### src/rtl/add_round_key_16_if.sv
// Bus bundle for add_round_key_16: key load, add-round-key request and result/status.
// The zeroize line only exists when ARK_ZEROIZE_EN is defined.
interface add_round_key_16_if;
  logic        key_load;
  logic [15:0] key_in;
  logic        ark_en;
  logic [3:0]  round_idx;
  logic [15:0] data_in;
  logic [15:0] data_out;
  logic        out_valid;
  logic        key_ready;
  logic        err;
`ifdef ARK_ZEROIZE_EN
  logic        zeroize;
`endif

  // master: round controller side; slave: the add-round-key stage
  modport master (
    output key_load, key_in, ark_en, round_idx, data_in,
`ifdef ARK_ZEROIZE_EN
    output zeroize,
`endif
    input  data_out, out_valid, key_ready, err
  );

  modport slave (
    input  key_load, key_in, ark_en, round_idx, data_in,
`ifdef ARK_ZEROIZE_EN
    input  zeroize,
`endif
    output data_out, out_valid, key_ready, err
  );
endinterface

### src/rtl/add_round_key_16.sv
// Add-round-key stage with on-chip key schedule: expands a 16-bit master key into NR round keys.
// Optional macro ARK_ZEROIZE_EN adds a synchronous zeroize input that wipes all key material.
module add_round_key_16 #(
  parameter int NR = 2
) (
  input  logic              clk,
  input  logic              rst,
  add_round_key_16_if.slave bus
);

  localparam logic [3:0] NR_IDX = 4'(NR);

  typedef enum logic [1:0] {
    IDLE   = 2'd0,
    EXPAND = 2'd1,
    READY  = 2'd2
  } state_t;

  state_t      state_reg;
  logic [3:0]  cnt_reg;
  logic        key_ready_reg;
  logic [15:0] data_out_reg;
  logic        out_valid_reg;
  logic        err_reg;

  logic [15:0] rk_reg [0:NR];

  logic [NR:0]       rk_we;
  logic [NR:0][15:0] rk_wdata;

  logic        zeroize;
  logic        exp_step;
  logic        ark_ok;
  logic [15:0] prev_key;
  logic [15:0] rk_sel;
  logic [15:0] next_key;
  logic [3:0]  w4, w5, w6, w7;

`ifdef ARK_ZEROIZE_EN
  assign zeroize = bus.zeroize;
`else
  assign zeroize = 1'b0;
`endif

  function automatic logic [3:0] sbox(input logic [3:0] x);
    logic [3:0] y;
    case (x)
      4'h0: y = 4'hE;  4'h1: y = 4'h4;  4'h2: y = 4'hD;  4'h3: y = 4'h1;
      4'h4: y = 4'h2;  4'h5: y = 4'hF;  4'h6: y = 4'hB;  4'h7: y = 4'h8;
      4'h8: y = 4'h3;  4'h9: y = 4'hA;  4'hA: y = 4'h6;  4'hB: y = 4'hC;
      4'hC: y = 4'h5;  4'hD: y = 4'h9;  4'hE: y = 4'h0;  default: y = 4'h7;
    endcase
    return y;
  endfunction

  // Successive powers of x in GF(2^4) mod x^4+x+1
  function automatic logic [3:0] rcon(input logic [3:0] r);
    logic [3:0] c;
    case (r)
      4'd1: c = 4'h1;  4'd2: c = 4'h2;  4'd3: c = 4'h4;  4'd4: c = 4'h8;
      4'd5: c = 4'h3;  4'd6: c = 4'h6;  4'd7: c = 4'hC;  4'd8: c = 4'hB;
      default: c = 4'h0;
    endcase
    return c;
  endfunction

  // Previous round key (index cnt-1) and the key selected by round_idx
  always_comb begin
    prev_key = '0;
    rk_sel   = '0;
    for (int i = 0; i < NR; i++) begin
      if (cnt_reg == 4'(i + 1)) prev_key = rk_reg[i];
    end
    for (int i = 0; i <= NR; i++) begin
      if (bus.round_idx == 4'(i)) rk_sel = rk_reg[i];
    end
  end

  assign w4       = prev_key[15:12] ^ sbox(prev_key[3:0]) ^ rcon(cnt_reg);
  assign w5       = prev_key[11:8] ^ w4;
  assign w6       = prev_key[7:4] ^ w5;
  assign w7       = prev_key[3:0] ^ w6;
  assign next_key = {w4, w5, w6, w7};

  // A key_load during expansion restarts it, so no schedule step is taken that cycle
  assign exp_step = (state_reg == EXPAND) && !bus.key_load && !zeroize;
  assign ark_ok   = key_ready_reg && !bus.key_load && (bus.round_idx <= NR_IDX);

  genvar gi;
  generate
    for (gi = 0; gi <= NR; gi++) begin : g_rk_wr
      if (gi == 0) begin : g_master
        assign rk_we[gi]    = bus.key_load;
        assign rk_wdata[gi] = bus.key_in;
      end else begin : g_round
        assign rk_we[gi]    = exp_step && (cnt_reg == 4'(gi));
        assign rk_wdata[gi] = next_key;
      end
    end
  endgenerate

  always_ff @(posedge clk or posedge rst) begin
    if (rst) begin
      for (int i = 0; i <= NR; i++) rk_reg[i] <= '0;
    end else if (zeroize) begin
      for (int i = 0; i <= NR; i++) rk_reg[i] <= '0;
    end else begin
      for (int i = 0; i <= NR; i++) begin
        if (rk_we[i]) rk_reg[i] <= rk_wdata[i];
      end
    end
  end

  always_ff @(posedge clk or posedge rst) begin
    if (rst) begin
      state_reg     <= IDLE;
      cnt_reg       <= '0;
      key_ready_reg <= 1'b0;
      data_out_reg  <= '0;
      out_valid_reg <= 1'b0;
      err_reg       <= 1'b0;
    end else begin
      out_valid_reg <= 1'b0;
      err_reg       <= 1'b0;
      if (zeroize) begin
        state_reg     <= IDLE;
        cnt_reg       <= '0;
        key_ready_reg <= 1'b0;
        data_out_reg  <= '0;
      end else begin
        if (bus.ark_en) begin
          if (ark_ok) begin
            data_out_reg  <= bus.data_in ^ rk_sel;
            out_valid_reg <= 1'b1;
          end else begin
            err_reg <= 1'b1;
          end
        end
        case (state_reg)
          IDLE: begin
            key_ready_reg <= 1'b0;
            if (bus.key_load) begin
              cnt_reg   <= 4'd1;
              state_reg <= EXPAND;
            end
          end
          EXPAND: begin
            if (bus.key_load) begin
              cnt_reg <= 4'd1;
            end else if (cnt_reg == NR_IDX) begin
              state_reg     <= READY;
              key_ready_reg <= 1'b1;
            end else begin
              cnt_reg <= cnt_reg + 4'd1;
            end
          end
          READY: begin
            if (bus.key_load) begin
              key_ready_reg <= 1'b0;
              cnt_reg       <= 4'd1;
              state_reg     <= EXPAND;
            end
          end
          default: state_reg <= IDLE;
        endcase
      end
    end
  end

  assign bus.data_out  = data_out_reg;
  assign bus.out_valid = out_valid_reg;
  assign bus.key_ready = key_ready_reg;
  assign bus.err       = err_reg;

endmodule
### src/flat_wrapper.sv
// flat-port wrapper written by rule: the top's interface ports become plain ports
module add_round_key_16_flat 
#(
  parameter int NR = 2
)
  (clk, rst, bus_key_load, bus_key_in, bus_ark_en, bus_round_idx, bus_data_in, bus_data_out, bus_out_valid, bus_key_ready, bus_err);
  add_round_key_16_if bus_i ();
  input  logic clk;
  input  logic rst;
  input wire logic [$bits(bus_i.key_load)-1:0] bus_key_load;
  input wire logic [$bits(bus_i.key_in)-1:0] bus_key_in;
  input wire logic [$bits(bus_i.ark_en)-1:0] bus_ark_en;
  input wire logic [$bits(bus_i.round_idx)-1:0] bus_round_idx;
  input wire logic [$bits(bus_i.data_in)-1:0] bus_data_in;
  output wire logic [$bits(bus_i.data_out)-1:0] bus_data_out;
  output wire logic [$bits(bus_i.out_valid)-1:0] bus_out_valid;
  output wire logic [$bits(bus_i.key_ready)-1:0] bus_key_ready;
  output wire logic [$bits(bus_i.err)-1:0] bus_err;
  assign bus_i.key_load = bus_key_load;
  assign bus_i.key_in = bus_key_in;
  assign bus_i.ark_en = bus_ark_en;
  assign bus_i.round_idx = bus_round_idx;
  assign bus_i.data_in = bus_data_in;
  assign bus_data_out = bus_i.data_out;
  assign bus_out_valid = bus_i.out_valid;
  assign bus_key_ready = bus_i.key_ready;
  assign bus_err = bus_i.err;
  add_round_key_16 #(.NR(NR)) u_core (.clk(clk), .rst(rst), .bus(bus_i));
endmodule
### config.mk
export PLATFORM = sky130hd
export DESIGN_NAME = add_round_key_16_flat
export DESIGN_NICKNAME = d
export VERILOG_FILES = /design/src/rtl/add_round_key_16_if.sv /design/src/rtl/add_round_key_16.sv /design/src/flat_wrapper.sv
export SDC_FILE = /design/constraint.sdc
export NUM_CORES = 1
export LEC_CHECK = 0
export CORE_MARGIN = 3
export CORE_UTILIZATION = 60
export CTS_CLUSTER_DIAMETER = 200
export DETAILED_ROUTE_END_ITERATION = 10
export PLACE_DENSITY = 0.86
export SYNTH_ARGS = -nofsm -noshare
export SYNTH_HDL_FRONTEND = slang
export SYNTH_SLANG_ARGS = --single-unit
export TNS_END_PERCENT = 30
### constraint.sdc
create_clock -name clk -period 8.4 [get_ports clk]
set_clock_uncertainty 0.2 [all_clocks]
set_input_delay 0.84 -clock clk [delete_from_list [all_inputs] [get_ports clk]]
set_output_delay 0.84 -clock clk [all_outputs]
set_load 0.05 [all_outputs]
[After elaboration in Yosys (flattened, before gate mapping)]
Memory sizes are Yosys's and may differ from the RTL's.
Index checks and enable logic that the tools add are counted.
Widths: inputs -> output; s select.
Word-level totals
  memories kept: 2
  bits in writable memories: 0
  word-level logic and storage cells: 66
  bits of input ports: 40
  bits in registers: 73
  bits in latches: 0
  memory bits (read-only): 128
Memories
  (no name shown): depth 16, bits a word 4, rd ports 1, clocked after Yosys merged registers in 0, wr ports 0, RTL line add_round_key_16.sv:59  | case (r)
  (no name shown): depth 16, bits a word 4, rd ports 1, clocked after Yosys merged registers in 0, wr ports 0, RTL line add_round_key_16.sv:47  | case (x)
Cells by class
  order comparisons: 1
  divide/modulo/power cells: 0
  $add $sub $neg: 1
  multiplexer cells: 21
  bitwise logic cells: 6
  reduce and logical (&&, ||, !) cells: 15
  shift operators: 0
  multipliers: 0
  eq/ne operators: 11
Operator list (number)
  $mux 16: 5
  $xor 4x4->4: 5
  $xor 16x16->16: 1
  $mux 4: 3
  $eq 4x1->1 const B: 2
  $eq 4x2->1 const B: 2
  $pmux 4 s2: 1
  $mux 1: 7
  $mux 2: 3
  $ne 2x2->1 const B: 3
  $reduce_and 3->1: 2
  $logic_and 1x1->1: 5
  $add 4x1->4 const B: 1
  $le 4x2->1 const B: 1
  $logic_not 4->1: 1
  $pmux 2 s2: 1
  $reduce_and 4->1: 1
  $ne 3x3->1 const B: 1
  $pmux 1 s3: 1
  $reduce_bool 3->1: 1
  $eq 2x1->1 const B: 1
  $eq 2x2->1 const B: 1
  $logic_not 2->1: 1
  $ne 2x1->1 const B: 1
  other kinds (4): 4

[Logic depth before layout (Yosys ltp)]
Gate-level depths: netlist of run 1.
An unclocked memory read counts as a cell.
  depth in word-level cells: 9
  mapped depth: 13
  mapped depth without buffers: 12

[Least setup slack after synthesis of run 1]
Ideal clock, no wire load.
  path kind: register -> register
  start: register u_core.cnt_reg[0]
  end: register u_core.rk_reg[17] (netlist bit)
  cell stages (with the launch flop): 13
  data arrival time: 2.821 ns
  period minus slack after synthesis: 3.148 ns
  setup slack: 5.252 ns
  buffers on the path: 2
  library setup time: 0.128 ns
  cells stage by stage: dfrtp_1 -> inv_1 -> ha_1 -> buf_6 -> buf_6 -> nand3b_4 -> a21oi_1 -> ha_1 -> o21ai_2 -> a311oi_4 -> xor3_2 -> xnor2_1 -> mux2_1
On the way
  longest elaborated chain between the ends: 9
  elaborated cells on any way between the ends: 12
  those cells by class: eq/ne (2); mux (2); bitwise (5); reduce/logical (1); memory (2)
Ends and longest elaborated chain
  from (decl): RTL line add_round_key_16.sv:20  | logic [3:0] cnt_reg;
  from (signal assigned): RTL line add_round_key_16.sv:154  | cnt_reg <= cnt_reg + 4'd1;
  $eq 4x1->1: RTL line add_round_key_16.sv:72, add_round_key_16.sv:96
  $mux 16 (2 in series): RTL line add_round_key_16.sv:72  | if (cnt_reg == 4'(i + 1)) prev_key = rk_reg[i];
  $mem_v2 16x4
  $xor 4x4->4 (2 in series): RTL line add_round_key_16.sv:79  | assign w4 = prev_key[15:12] ^ sbox(prev_key[3:0]) ^ rcon(cnt_reg);
  $xor 4x4->4: RTL line add_round_key_16.sv:80  | assign w5 = prev_key[11:8] ^ w4;
  $xor 4x4->4: RTL line add_round_key_16.sv:81  | assign w6 = prev_key[7:4] ^ w5;
  $xor 4x4->4: RTL line add_round_key_16.sv:82  | assign w7 = prev_key[3:0] ^ w6;
  to (signal, indexed assignment): RTL line add_round_key_16.sv:109  | if (rk_we[i]) rk_reg[i] <= rk_wdata[i];
  to (decl): RTL line add_round_key_16.sv:26  | logic [15:0] rk_reg [0:NR];
Several ways; a longest one is shown, not always the timed one.
A chain may end at the register's enable or synchronous reset.

[Final worst setup path of run 1]
Same ends and word-level chain as after synthesis.

==> results.sh, run 1 <==
export IMPL_outcome="finished clean"
export IMPL_place_gp_congestion=0.827
export IMPL_synth_simple_area_share=0.131
export IMPL_hpwlAfterDp_um=6950
export IMPL_synthCells=421
export IMPL_h_tree_depth=3
export IMPL_synthXorXnorAreaFrac=0.0963
export IMPL_regToRegSetupSlack_ns=4.58
export IMPL_yosys_area_share_adder=0.0202
export IMPL_drv_cap=0
export IMPL_drive_gt1_frac=0.175
export IMPL_ioPinCount=59
export IMPL_finalHoldViolCount=0
export IMPL_slew_viol_final=0
export IMPL_yosysUniqueCellTypes=57
export IMPL_diodes=0
export IMPL_path_max_fanout=29
export IMPL_portBuffers=58
export IMPL_clk_pin_slew_ns=0.08
export IMPL_dr_pass1_iters=6
export IMPL_multi_input_area_um2=2340
export IMPL_syn_avg_cell_area_um2=10.3
export IMPL_setup_viol=0
export IMPL_first_iter_violations=276
export IMPL_grt_max_degree=74
export IMPL_p_leak_nw=2.16
export IMPL_regArea_um2=1830
export IMPL_dieWidth_um=91.1
export IMPL_worst_slack_ns=4.58
export IMPL_dr_max_layer_used="met4"
export IMPL_grt_pass1_vias=3270
export IMPL_fill_cells=507
export IMPL_detail_route_antenna_nets=0
export IMPL_antenna_found_initial=0
export IMPL_met3_wirelength_um=474
export IMPL_yosysWarnings=0
export IMPL_routedWlPerCell_um=17.2
export IMPL_peakVddDrop_v=0.000209
export IMPL_ys_ff_latch=73
export IMPL_drc=0
export IMPL_synth_flop_cell="dfrtp_1"
export IMPL_arrival_ns=3.85
export IMPL_max_clock_freq_mhz=262
export IMPL_crit_type="flop to flop"
export IMPL_synth_compound_area_frac=0.163
export IMPL_final_nets=517
export IMPL_fin_util=0.741
export IMPL_hold_buffers=0
export IMPL_power_density_nw_per_um2=405
export IMPL_start_kind="flop"
export IMPL_hold_path_class="flop to flop"
export IMPL_largest_reg_flops=48
export IMPL_synth_top_family_by_area="compound AO/OA/AOI/OAI gates"
export IMPL_drt_wl_total_um=9830
export IMPL_async_reset_ff_frac=1.00
export IMPL_cts_resized=0
export IMPL_synth_mux_area_frac=0.129
export IMPL_worst_slew_pin_slew_ns=1.02
export IMPL_wl_met1_um=4190
export IMPL_synth_edf_count=0
export IMPL_setup_tns_ns=0
export IMPL_layout_commonest_cell="dfrtp_1"
export IMPL_synth_area_um2=4340
export IMPL_cts_sinks=73
export IMPL_vias=3384
export IMPL_wl_met2_um=4920
export IMPL_tritoncts="built"
export IMPL_syn_num_nets=468
export IMPL_coreArea_um2=6910
export IMPL_synth_seq_area_share=0.421
export IMPL_cp_end_kind="flop"
export IMPL_core_rowCount=30
export IMPL_mostFrequentLayoutCells="dfrtp_1 (73), clkdlybuf4s50_1 (58), nand2_1 (56)"
export IMPL_clock_latency_ns=0.35
export IMPL_pre_cts_slack_ns=4.27
export IMPL_track_usage=0.250
export IMPL_start_util=0.629
export IMPL_grt_ovfl_total=0
export IMPL_area_growth_pct=17.8
export IMPL_relSlewSlack=0.318
export IMPL_rsz0062_at_grt="false"
export IMPL_cts_setup_buffers=0
export IMPL_grt_pass1_wl_um=16400
export IMPL_cts_root_buffer_cell="clkbuf_8"
export IMPL_cts_buffers=9
export IMPL_cp_required_ns=8.43
export IMPL_period_minus_slack_ns=3.82
export IMPL_viasPerCell=5.93
export IMPL_fp_dieH_um=91.1
export IMPL_die_area_um2=8290
export IMPL_clockBufferDepth=2
export IMPL_fin_crit_sh=0.454
[worst max-delay path: stages, from the launching register on]
cell,delay [ns]
dfrtp_1,0.46
inv_1,0.13
ha_1,0.77
nand2_1,0.22
a21oi_1,0.36
ha_1,0.23
o21ai_2,0.08
a311oi_4,0.35
xor3_2,0.44
xnor2_1,0.16
mux2_1,0.29
[cells in the mapped netlist (2+ instances only)]
cell type	n	area [um2]
nor4b_2	2	30.0
a22oi_1	20	150
nand4_1	6	37.5
o21ai_2	2	17.5
clkbuf_1	15	56.3
nor3_1	2	10.0
nand3_1	5	25.0
o22ai_1	3	18.8
a22oi_2	2	25.0
dfrtp_1	73	1830
and4bb_1	2	25.0
o21ai_0	34	170
xor2_2	2	32.5
or3b_1	2	17.5
nand2b_1	9	56.3
nor2_1	11	41.3
buf_4	3	22.5
xnor2_1	9	78.8
buf_2	3	15.0
inv_1	11	41.3
xor2_1	25	219
mux2_2	42	473
mux2_1	7	78.8
a221o_1	3	30.0
nand2_1	56	210
nand3b_1	5	37.5
ha_1	7	87.6
buf_6	3	33.8
a21oi_1	22	110
o21ai_1	7	35.0
a32o_1	2	20.0
[power by group]
part	total, W	switching [W]	internal (W)
sequential	0.000609	0.000125	0.000484
clock	0.000246	0.000138	0.000108
combinational	0.00122	0.000701	0.000518
total	0.00207	0.000964	0.00111
[logic make-up after synthesis]
| group | count (synthesis) |
|---|---|
| flip-flops | 73 |
| XOR/XNOR | 40 |
| multiplexers | 50 |
| adder cells (fa/ha/maj) | 7 |
| buffers and inverters | 36 |
| AO/OA/AOI/OAI | 107 |
| AND/OR/NAND/NOR | 108 |
[metrics by stage]
stage                     cells  hold slack (ns)  total power [W]  area (um2)
after floorplan             421            0.250          0.00151        4340
after global placement      555            0.263          0.00177        4940
after detailed placement    555            0.270          0.00181        4940
after CTS                   571            0.289          0.00207        5110
after global routing        571            0.316          0.00220        5110
final                       571            0.284          0.00207        5110
[metal layers]
layer	up-vias	GRT usage
met4	0	0.0829
met1	1642	0.316
met3	26	0.0497
met5	-	0
li1	1600	-
met2	116	0.427
[area by class of cell]
class                           instances  share of cell area
Multi-Input combinational cell        312               0.458
Sequential cell                        73               0.357
Timing Repair Buffer                   62               0.119
Clock buffer                           10              0.0250
Tap cell                               96              0.0235
Inverter                               12             0.00881
Clock inverter                          6             0.00832
[final timing paths]
path | start | end | cells after the start
max in group asynchronous | rst | u_core.rk_reg[45]$_DFFE_PP0P_ | 3
max reg2reg | u_core.cnt_reg[0]$_DFFE_PP0P_ | u_core.rk_reg[17]$_DFFE_PP0P_ | 10
min | u_core.bus.data_out[8]$_DFFE_PP0P_ | u_core.bus.data_out[8]$_DFFE_PP0P_ | 2
max | u_core.cnt_reg[0]$_DFFE_PP0P_ | u_core.rk_reg[17]$_DFFE_PP0P_ | 10
min reg2reg | u_core.bus.data_out[8]$_DFFE_PP0P_ | u_core.bus.data_out[8]$_DFFE_PP0P_ | 2
min in group asynchronous | rst | u_core.bus.data_out[12]$_DFFE_PP0P_ | 3
No activity file was read; power rests on OpenSTA's default activity.
==> run 2, diff against run 1 <==
- CORE_UTILIZATION: 60 -> 50
- PLACE_DENSITY: 0.86 -> 0.77
- clock period: 8.4 -> 3.5 ns (I/O delays scaled with it)
==> run 2 against run 1 <==
Net effect:
- clock-buffer cell count unchanged
- first-iteration DRC count is 11% lower
- sequential share of layout area shrank 1.3 points
- fmax grew 19%
- via count is 0.68% higher
- routed wire length increased by 6.2%
- combinational power up 140%
- die area grew 19%
- core utilization is 10 points lower
==> results.sh, run 2 (synthesis results as in run 1) <==
export IMPL_setup_viol=0
export IMPL_power_density_nw_per_um2=979
export IMPL_layout_commonest_cell="dfrtp_1"
export IMPL_combPwrFrac=0.566
export IMPL_cts_buffers=9
export IMPL_viasPerCell=5.73
export IMPL_dieWidth_um=99.2
export IMPL_diodes=0
export IMPL_place_gp_congestion=0.931
export IMPL_hold_buffers=0
export IMPL_period_minus_slack_ns=3.19
export IMPL_cp_end_kind="flop"
export IMPL_clockBufferDepth=2
export IMPL_hpwlAfterDp_um=7550
export IMPL_p_sw_w=0.00225
export IMPL_routedWlPerCell_um=17.5
export IMPL_fp_dieH_um=99.2
export IMPL_grt_max_degree=34
export IMPL_track_usage=0.222
export IMPL_worst_slack_ns=0.307
export IMPL_grt_ovfl_total=0
export IMPL_dr_pass1_iters=4
export IMPL_arrival_ns=3.23
export IMPL_mostFrequentLayoutCells="dfrtp_1 (73), clkdlybuf4s50_1 (58), nand2_1 (56)"
export IMPL_coreArea_um2=8340
export IMPL_slew_viol_final=0
export IMPL_max_stage_delay_ns=0.45
export IMPL_regToRegSetupSlack_ns=0.31
export IMPL_drv_cap=0
export IMPL_r2r_end="u_core.rk_reg[17]$_DFFE_PP0P_"
export IMPL_detail_route_antenna_nets=0
export IMPL_grt_pass1_wl_um=17500
export IMPL_drc=0
export IMPL_rr_worst_depth=11
export IMPL_rsz0062_at_grt="false"
export IMPL_p_seq_frac=0.279
export IMPL_fin_crit_sh=0.912
export IMPL_cts_sinks=73
export IMPL_p_leak_nw=2.26
export IMPL_drt_wl_total_um=10400
export IMPL_cp_required_ns=3.53
export IMPL_setup_tns_ns=0
export IMPL_clock_latency_ns=0.35
export IMPL_clk_pin_slew_ns=0.08
export IMPL_worst_slew_pin_slew_ns=0.525
export IMPL_crit_type="flop to flop"
export IMPL_clkPwrFrac=0.154
export IMPL_antenna_found_initial=0
export IMPL_drive_gt1_frac=0.202
export IMPL_crit_slowest_cell="dfrtp_1"
export IMPL_final_nets=532
export IMPL_cp_startpoint="u_core.cnt_reg[0]$_DFFE_PP0P_"
export IMPL_r2r_start="u_core.cnt_reg[0]$_DFFE_PP0P_"
export IMPL_cts_root_buffer_cell="clkbuf_8"
export IMPL_relSlewSlack=0.649
export IMPL_first_iter_violations=246
export IMPL_pre_cts_slack_ns=0.193
export IMPL_core_rowCount=33
export IMPL_start_util=0.521
export IMPL_p_int_w=0.00295
export IMPL_area_growth_pct=22.4
export IMPL_die_area_um2=9840
export IMPL_fill_cells=676
export IMPL_finalHoldViolCount=0
export IMPL_peakVddDrop_v=0.000468
export IMPL_cp_cell_sequence="inv_1 -> ha_2 -> buf_4 -> nor4b_2 -> buf_4 -> a22oi_2 -> o21ai_2 -> a311oi_4 -> xor3_2 -> xnor2_1 -> mux2_1"
export IMPL_max_clock_freq_mhz=313
export IMPL_start_kind="flop"
export IMPL_vias=3407
export IMPL_switching_share=0.433
export IMPL_ioPinCount=59
export IMPL_critical_path_most_common_cell="buf_4"
export IMPL_portBuffers=58
export IMPL_grt_pass1_vias=3519
export IMPL_path_max_fanout=16
export IMPL_hold_path_class="input pin to async pin"
export IMPL_fin_util=0.637
export IMPL_outcome="finished clean"
export IMPL_cp_endpoint="u_core.rk_reg[17]$_DFFE_PP0P_"
export IMPL_h_tree_depth=3
export IMPL_largest_reg_flops=48
export IMPL_tritoncts="built"
==> run 2: stage by stage <==
step	hold WS (ns)	total power [W]	area [um2]	cells
after global placement	0.262	0.00429	5050	577
after CTS	0.0963	0.00520	5300	593
final	0.0888	0.00520	5310	595
after detailed placement	0.270	0.00438	5050	577
after floorplan	0.250	0.00362	4340	421
after global routing	0.124	0.00556	5310	595
==> run 2: layout make-up <==
class                   count  area, um2  area share
clock inverters             6        115      0.0217
repair buffers             77        723       0.136
well taps                 105        131      0.0247
inverters                  12       45.0     0.00848
flip-flops and latches     73       1830       0.344
multi-input cells         312       2340       0.441
clock buffers              10        128      0.0240
==> run 2: worst max-delay path: cells and delay by family (launching register included) <==
family | cells | cell delay (ns)
flip-flops | 1 | 0.45
XOR/XNOR | 2 | 0.57
buffers and inverters | 3 | 0.59
multiplexers | 1 | 0.27
adder cells (fa/ha/maj) | 1 | 0.33
AND/OR/NAND/NOR | 1 | 0.07
AO/OA/AOI/OAI | 3 | 0.60
==> run 2: per-layer routing <==
| metal | GRT usage | share of wire | vias up |
|---|---|---|---|
| li1 | - | - | 1625 |
| met2 | 0.357 | 0.48 | 98 |
| met1 | 0.298 | 0.44 | 1663 |
| met3 | 0.0491 | 0.050 | 21 |
| met4 | 0.0746 | 0.022 | 0 |
| met5 | 0 | 0 | - |
==> run 2: worst min path at each step <==
stage                                             startpoint                                  to  slack [ns]  cells past startpoint
after floorplan                u_core.rk_reg[10]$_DFFE_PP0P_       u_core.rk_reg[10]$_DFFE_PP0P_        0.25                      2
after global placement    u_core.bus.data_out[4]$_DFFE_PP0P_  u_core.bus.data_out[4]$_DFFE_PP0P_        0.26                      2
after detailed placement  u_core.bus.data_out[5]$_DFFE_PP0P_  u_core.bus.data_out[5]$_DFFE_PP0P_        0.27                      2
after CTS                                                rst            u_core.bus.err$_DFF_PP0_         0.1                      2
after global routing                                     rst            u_core.bus.err$_DFF_PP0_        0.12                      2
final                                                    rst            u_core.bus.err$_DFF_PP0_        0.09                      2
==> run 2: what timing repair did <==
item / in CTS / in global routing
setup buffers: 0 / 2
endpoints found under the hold margin: 0 / 0
setup endpoints to repair: 0 / 6
resized for setup: 0 / 1
==> run 2: power groups by stage <==
stage | registers (W) | clock network (W) | logic (W)
2_1_floorplan | 0.00168 | 0 | 0.00194
3_3_place_gp | 0.00144 | 0 | 0.00285
3_5_place_dp | 0.00146 | 0 | 0.00292
4_1_cts | 0.00145 | 0.000819 | 0.00294
5_1_grt | 0.00149 | 0.000849 | 0.00322
6_report | 0.00145 | 0.000803 | 0.00295
==> run 3, diff against run 2 <==
- RECOVER_POWER: default -> 50
==> run 3 against run 2 <==
Net effect:
- the run now ends with max-capacitance violations, max-slew violations left
- global-route usage did not move
- sequential share of layout area rose by 0.073 points
- largest cell class unchanged
- sequential power barely moved
- highest routed layer unchanged
- first-iteration DRC count fell by 3.7%
- clock power barely moved
- routed wire length fell by 0.73%
- critical path depth rose by 1
- flip-flop and latch count did not move
- hold slack improved by 0.20 ns
==> results.sh, run 3 (synthesis results as in run 1) <==
export IMPL_outcome="finished with violations"
export IMPL_failed_checks="max-capacitance violations, max-slew violations"
export IMPL_arrival_ns=3.23
export IMPL_core_rowCount=33
export IMPL_fp_dieH_um=99.2
export IMPL_hpwlAfterDp_um=7550
export IMPL_peakVddDrop_v=0.000473
export IMPL_clk_pin_slew_ns=0.08
export IMPL_finalHoldViolCount=0
export IMPL_dp_cells=577
export IMPL_clock_latency_ns=0.35
export IMPL_h_tree_depth=3
export IMPL_cp_cell_sequence="inv_1 -> ha_2 -> nand3b_1 -> nand2_1 -> nand2_1 -> inv_1 -> ha_1 -> nor3_1 -> a311oi_2 -> xnor3_1 -> xnor2_1 -> mux2_1"
export IMPL_finalInstanceArea_um2=5300
export IMPL_cp_required_ns=3.54
export IMPL_fin_cells=595
export IMPL_critical_path_buf_inv_count=2
export IMPL_diodes=0
export IMPL_place_gp_congestion=0.931
export IMPL_ioPinCount=59
export IMPL_crit_type="flop to flop"
export IMPL_cts_root_buffer_cell="clkbuf_8"
export IMPL_detail_route_antenna_nets=0
export IMPL_fin_util=0.636
export IMPL_drc=0
export IMPL_area_growth_pct=22.1
export IMPL_die_area_um2=9840
export IMPL_relSlewSlack=-0.0963
export IMPL_portBuffers=58
export IMPL_worst_slew_pin_slew_ns=1.64
export IMPL_coreArea_um2=8340
export IMPL_cts_sinks=73
export IMPL_antenna_found_initial=0
export IMPL_largest_reg_flops=48
export IMPL_cp_end_kind="flop"
export IMPL_dr_pass1_iters=4
export IMPL_routedWlPerCell_um=17.4
export IMPL_vias=3394
export IMPL_slew_viol_final=60
export IMPL_mostFrequentLayoutCells="dfrtp_1 (73), nand2_1 (56), clkdlybuf4s50_1 (56)"
export IMPL_start_kind="flop"
export IMPL_layout_commonest_cell="dfrtp_1"
export IMPL_max_clock_freq_mhz=313
export IMPL_clockBufferDepth=2
export IMPL_fin_hold_ws_ns=0.286
export IMPL_grt_pass1_vias=3519
export IMPL_final_nets=532
export IMPL_cts_buffers=9
export IMPL_period_minus_slack_ns=3.19
export IMPL_setup_viol=0
export IMPL_first_iter_violations=237
export IMPL_max_stage_delay_ns=0.45
export IMPL_placed_area_um2=5050
export IMPL_rsz0062_at_grt="false"
export IMPL_drive_gt1_frac=0.194
export IMPL_dieWidth_um=99.2
export IMPL_drt_wl_total_um=10400
export IMPL_track_usage=0.222
export IMPL_path_max_fanout=14
export IMPL_start_util=0.521
export IMPL_p_leak_nw=2.25
export IMPL_fin_crit_sh=0.913
export IMPL_grt_pass1_wl_um=17500
export IMPL_tritoncts="built"
export IMPL_setup_tns_ns=0
export IMPL_grt_ovfl_total=0
export IMPL_crit_slowest_cell="dfrtp_1"
export IMPL_critical_path_top_delay_family="adder cells"
export IMPL_hold_path_class="flop to flop"
export IMPL_drv_cap=2
export IMPL_power_density_nw_per_um2=979
export IMPL_grt_max_degree=34
export IMPL_viasPerCell=5.70
[run 3: routing by layer]
metal	up-vias	track usage	part of all wire
li1	1625	-	-
met2	89	0.357	0.48
met3	20	0.0491	0.043
met4	0	0.0746	0.027
met1	1660	0.298	0.45
met5	-	0	0
[run 3: worst paths after layout]
check	startpoint	end	slack, ns	cells after the start
min in group asynchronous	rst	u_core.bus.err$_DFF_PP0_	0.33	2
hold reg to reg	u_core.bus.data_out[5]$_DFFE_PP0P_	u_core.bus.data_out[5]$_DFFE_PP0P_	0.29	2
setup reg to reg	u_core.cnt_reg[0]$_DFFE_PP0P_	u_core.rk_reg[2]$_DFFE_PP0P_	0.31	12
hold / removal	u_core.bus.data_out[5]$_DFFE_PP0P_	u_core.bus.data_out[5]$_DFFE_PP0P_	0.29	2
setup / recovery	u_core.cnt_reg[0]$_DFFE_PP0P_	u_core.rk_reg[2]$_DFFE_PP0P_	0.31	12
max in group asynchronous	rst	u_core.rk_reg[26]$_DFFE_PP0P_	0.81	3
[run 3: final cells by class]
| cell class | count | area [um2] |
|---|---|---|
| repair buffers | 77 | 712 |
| fillers | 676 | 3040 |
| clock buffers | 10 | 128 |
| flip-flops and latches | 73 | 1830 |
| clock inverters | 6 | 115 |
| multi-input cells | 312 | 2340 |
| inverters | 12 | 45.0 |
| well taps | 105 | 131 |
[run 3: worst register-to-register path, stage by stage (launching register included)]
cell and delay [ns]:
dfrtp_1 0.45, inv_1 0.14, ha_2 0.33, nand3b_1 0.17, nand2_1 0.08, nand2_1 0.13
inv_1 0.06, ha_1 0.27, nor3_1 0.05, a311oi_2 0.34, xnor3_1 0.42, xnor2_1 0.16
mux2_1 0.28
[run 3: power by group]
group / switching, W / internal [W]
Combinational: 0.00163 / 0.00131
Clock: 0.000325 / 0.000477
Sequential: 0.000290 / 0.00116
Total: 0.00225 / 0.00295
[run 3: metrics by stage]
stage                     setup slack (ns)  total power (W)
after floorplan                      0.352          0.00362
after global placement               0.326          0.00429
after detailed placement             0.193          0.00438
after CTS                            0.200          0.00520
after global routing                 0.115          0.00556
final                                0.306          0.00519
[run 3: repair_timing]
| item | 4_1_cts | 5_1_grt |
|---|---|---|
| gates resized for setup | 0 | 1 |
| setup buffers | 0 | 2 |
| setup endpoints to repair | 0 | 6 |
| hold buffers | 0 | 0 |
==> patch (settings of run 3) <==
Re-encode `state_t` (3 states) as one-hot, 3 bits wide.
--- a/src/rtl/add_round_key_16.sv
+++ b/src/rtl/add_round_key_16.sv
@@ -10,10 +10,10 @@
 
   localparam logic [3:0] NR_IDX = 4'(NR);
 
-  typedef enum logic [1:0] {
-    IDLE   = 2'd0,
-    EXPAND = 2'd1,
-    READY  = 2'd2
+  typedef enum logic [2:0] {
+    IDLE   = 3'b001,
+    EXPAND = 3'b010,
+    READY  = 3'b100
   } state_t;
 
   state_t      state_reg;
Behaviour: no difference found for any inputs over 4 cycles, from zero or initial values and one cycle with rst high; so few cycles prove little.
==> patch against run 3 <==
- synthesized area hardly changed
- power shrank 18%
- final area about the same
- critical path depth increased by 1
- synthesized cell count rose by 3.8%
- non-clock buffer count is 1 higher
- sequential power decreased by 13%
- worst setup slack got worse by 110 ps
- routed wire length grew 1.1%
- sequential share of layout area grew 0.51 points
- sequential cell count is 1 higher
- critical endpoint unchanged
- largest cell class unchanged
- largest power group unchanged
==> patch: results (changes against run 3) <==
[synthesis]
yosysTopAreaCellShare_pct = 42.0  ; about the same
synth-compound-area-share_pct = 18.4  ; +2.1 points
synth_fa_ha_area_share_pct = 2.02  ; about the same
syn_nets = 484  ; +3.4%
netlist_instances = 437  ; +3.8%
synth_cell_types = 51  ; -11%
synth_seq_area_share_pct = 42.6  ; +0.57 points
synthTopCellsByArea = dfrtp_1, mux2_2, o21ai_0
synth_common_cells = dfrtp_1, o21ai_0, nand2_1, mux2_2, xor2_1
synth_mux_area_share_pct = 11.5  ; -1.5 points
synth_xor_area_share_pct = 9.67  ; +0.049 points

[timing]
period_needed_ps = 3310  ; +114 ps
hold-worst-slack_ps = 280  ; -6.11 ps
slew_headroom_pct = 10.2  ; +20 points

[route]
num_vias = 3489  ; +2.8%
first_pass_iters = 5  ; +1
drtIter0Drc = 170  ; -28%
wirelength_um = 10500  ; +1.1%

[worst_setup_path]
rrSetupSlack_ps = 190  ; -110 ps
critPathMaxFanout = 6  ; -8
r2r_start = u_core.cnt_reg[1]
cpPeakStageDelay_ps = 530  ; +80 ps
critPathTopFamily = compound AO/OA/AOI/OAI gates
slowest_stage = xor3_2

[cells_and_area]
drive_gt1_share_pct = 17.6  ; -1.8 points
layout.nets = 547  ; +2.8%
final-instance-count-excl-fill = 610  ; +2.5%

[place]
place.gp.congestion = 0.897  ; -3.6%
place_ws_ps = 8.21  ; -185 ps
io_buffer_count = 58  ; unchanged
dpl.cell_count = 593  ; +2.8%
placed_cell_area_um2 = 5090  ; +0.74%
dpl.hpwl_um = 7450  ; -1.3%

[clock_tree]
clk_pin_slew_ps = 80  ; about the same
cts_hold_buf = 0  ; unchanged
h-tree-depth = 3  ; unchanged

[status]
status = complete, no violations

[hold_path]
worstHoldStart = u_core.bus.data_out[11]

[grt]
grt_pass1_wl_um = 17400  ; -0.19%
antenna_found_initial = 0  ; unchanged
grt.total_usage_pct = 22.4  ; +0.23 points
grt_max_degree = 53  ; +56%

[run]
max_cap_violations = 0  ; -2

[power]
peakVddDrop_uv = 362  ; -23%
p_leak_nw = 2.27  ; +0.76%

==> patch: kinds of logic after synthesis <==
family	Yosys count
DFF	74
AOI/OAI and AO/OA	131
adders and majority gates	7
xor gates and xnor gates	42
buffers and inverters	35
and+or+nand+nor	103
muxes	45
==> patch: worst paths after layout <==
check | to | depth (start not counted)
setup / recovery | u_core.rk_reg[2] | 13
hold / removal | u_core.bus.data_out[11] | 2
setup reg to reg | u_core.rk_reg[2] | 13
hold reg to reg | u_core.bus.data_out[11] | 2
max in group asynchronous | u_core.rk_reg[33] | 3
min in group asynchronous | u_core.bus.err | 2
==> patch: power by group <==
part           total [mW]  switching, mW  internal (mW)
Sequential           1.26          0.217           1.04
Combinational        2.32           1.25           1.07
Clock               0.703          0.362          0.341
==> patch: layout make-up <==
class                      instances  area, µm²
sequential                        74       1850
inverter                           9       33.8
multi-input combinational        328       2350
clock buffer                       9        124
tap                              105        131
timing repair buffer              78        724
fill                             716       3040
clock inverter                     7       83.8
==> patch: timing repair <==
item / in CTS / in global routing
pin swaps: 0 / 1
setup endpoints to repair: 1 / 2
buffers inserted: 0 / 1
resized for setup: 1 / 1
==> patch: worst register-to-register path, delay by kind of cell, from the launching register on <==
| kind | cells | cell delay (ps) |
|---|---|---|
| adder cells (fa/ha/maj) | 2 | 480 |
| XOR/XNOR | 2 | 750 |
| AO/OA/AOI/OAI | 5 | 880 |
| buffers and inverters | 2 | 160 |
| flip-flops | 1 | 470 |
| AND/OR/NAND/NOR | 2 | 270 |
==> patch: layer usage <==
layer / routed length (µm) / global-route usage, % / vias up
li1: - / - / 1676
met2: 4990 / 36.2 / 113
met4: 219 / 7.56 / 0
met1: 4670 / 30.6 / 1679
met5: 0 / 0 / -
met3: 591 / 4.00 / 21
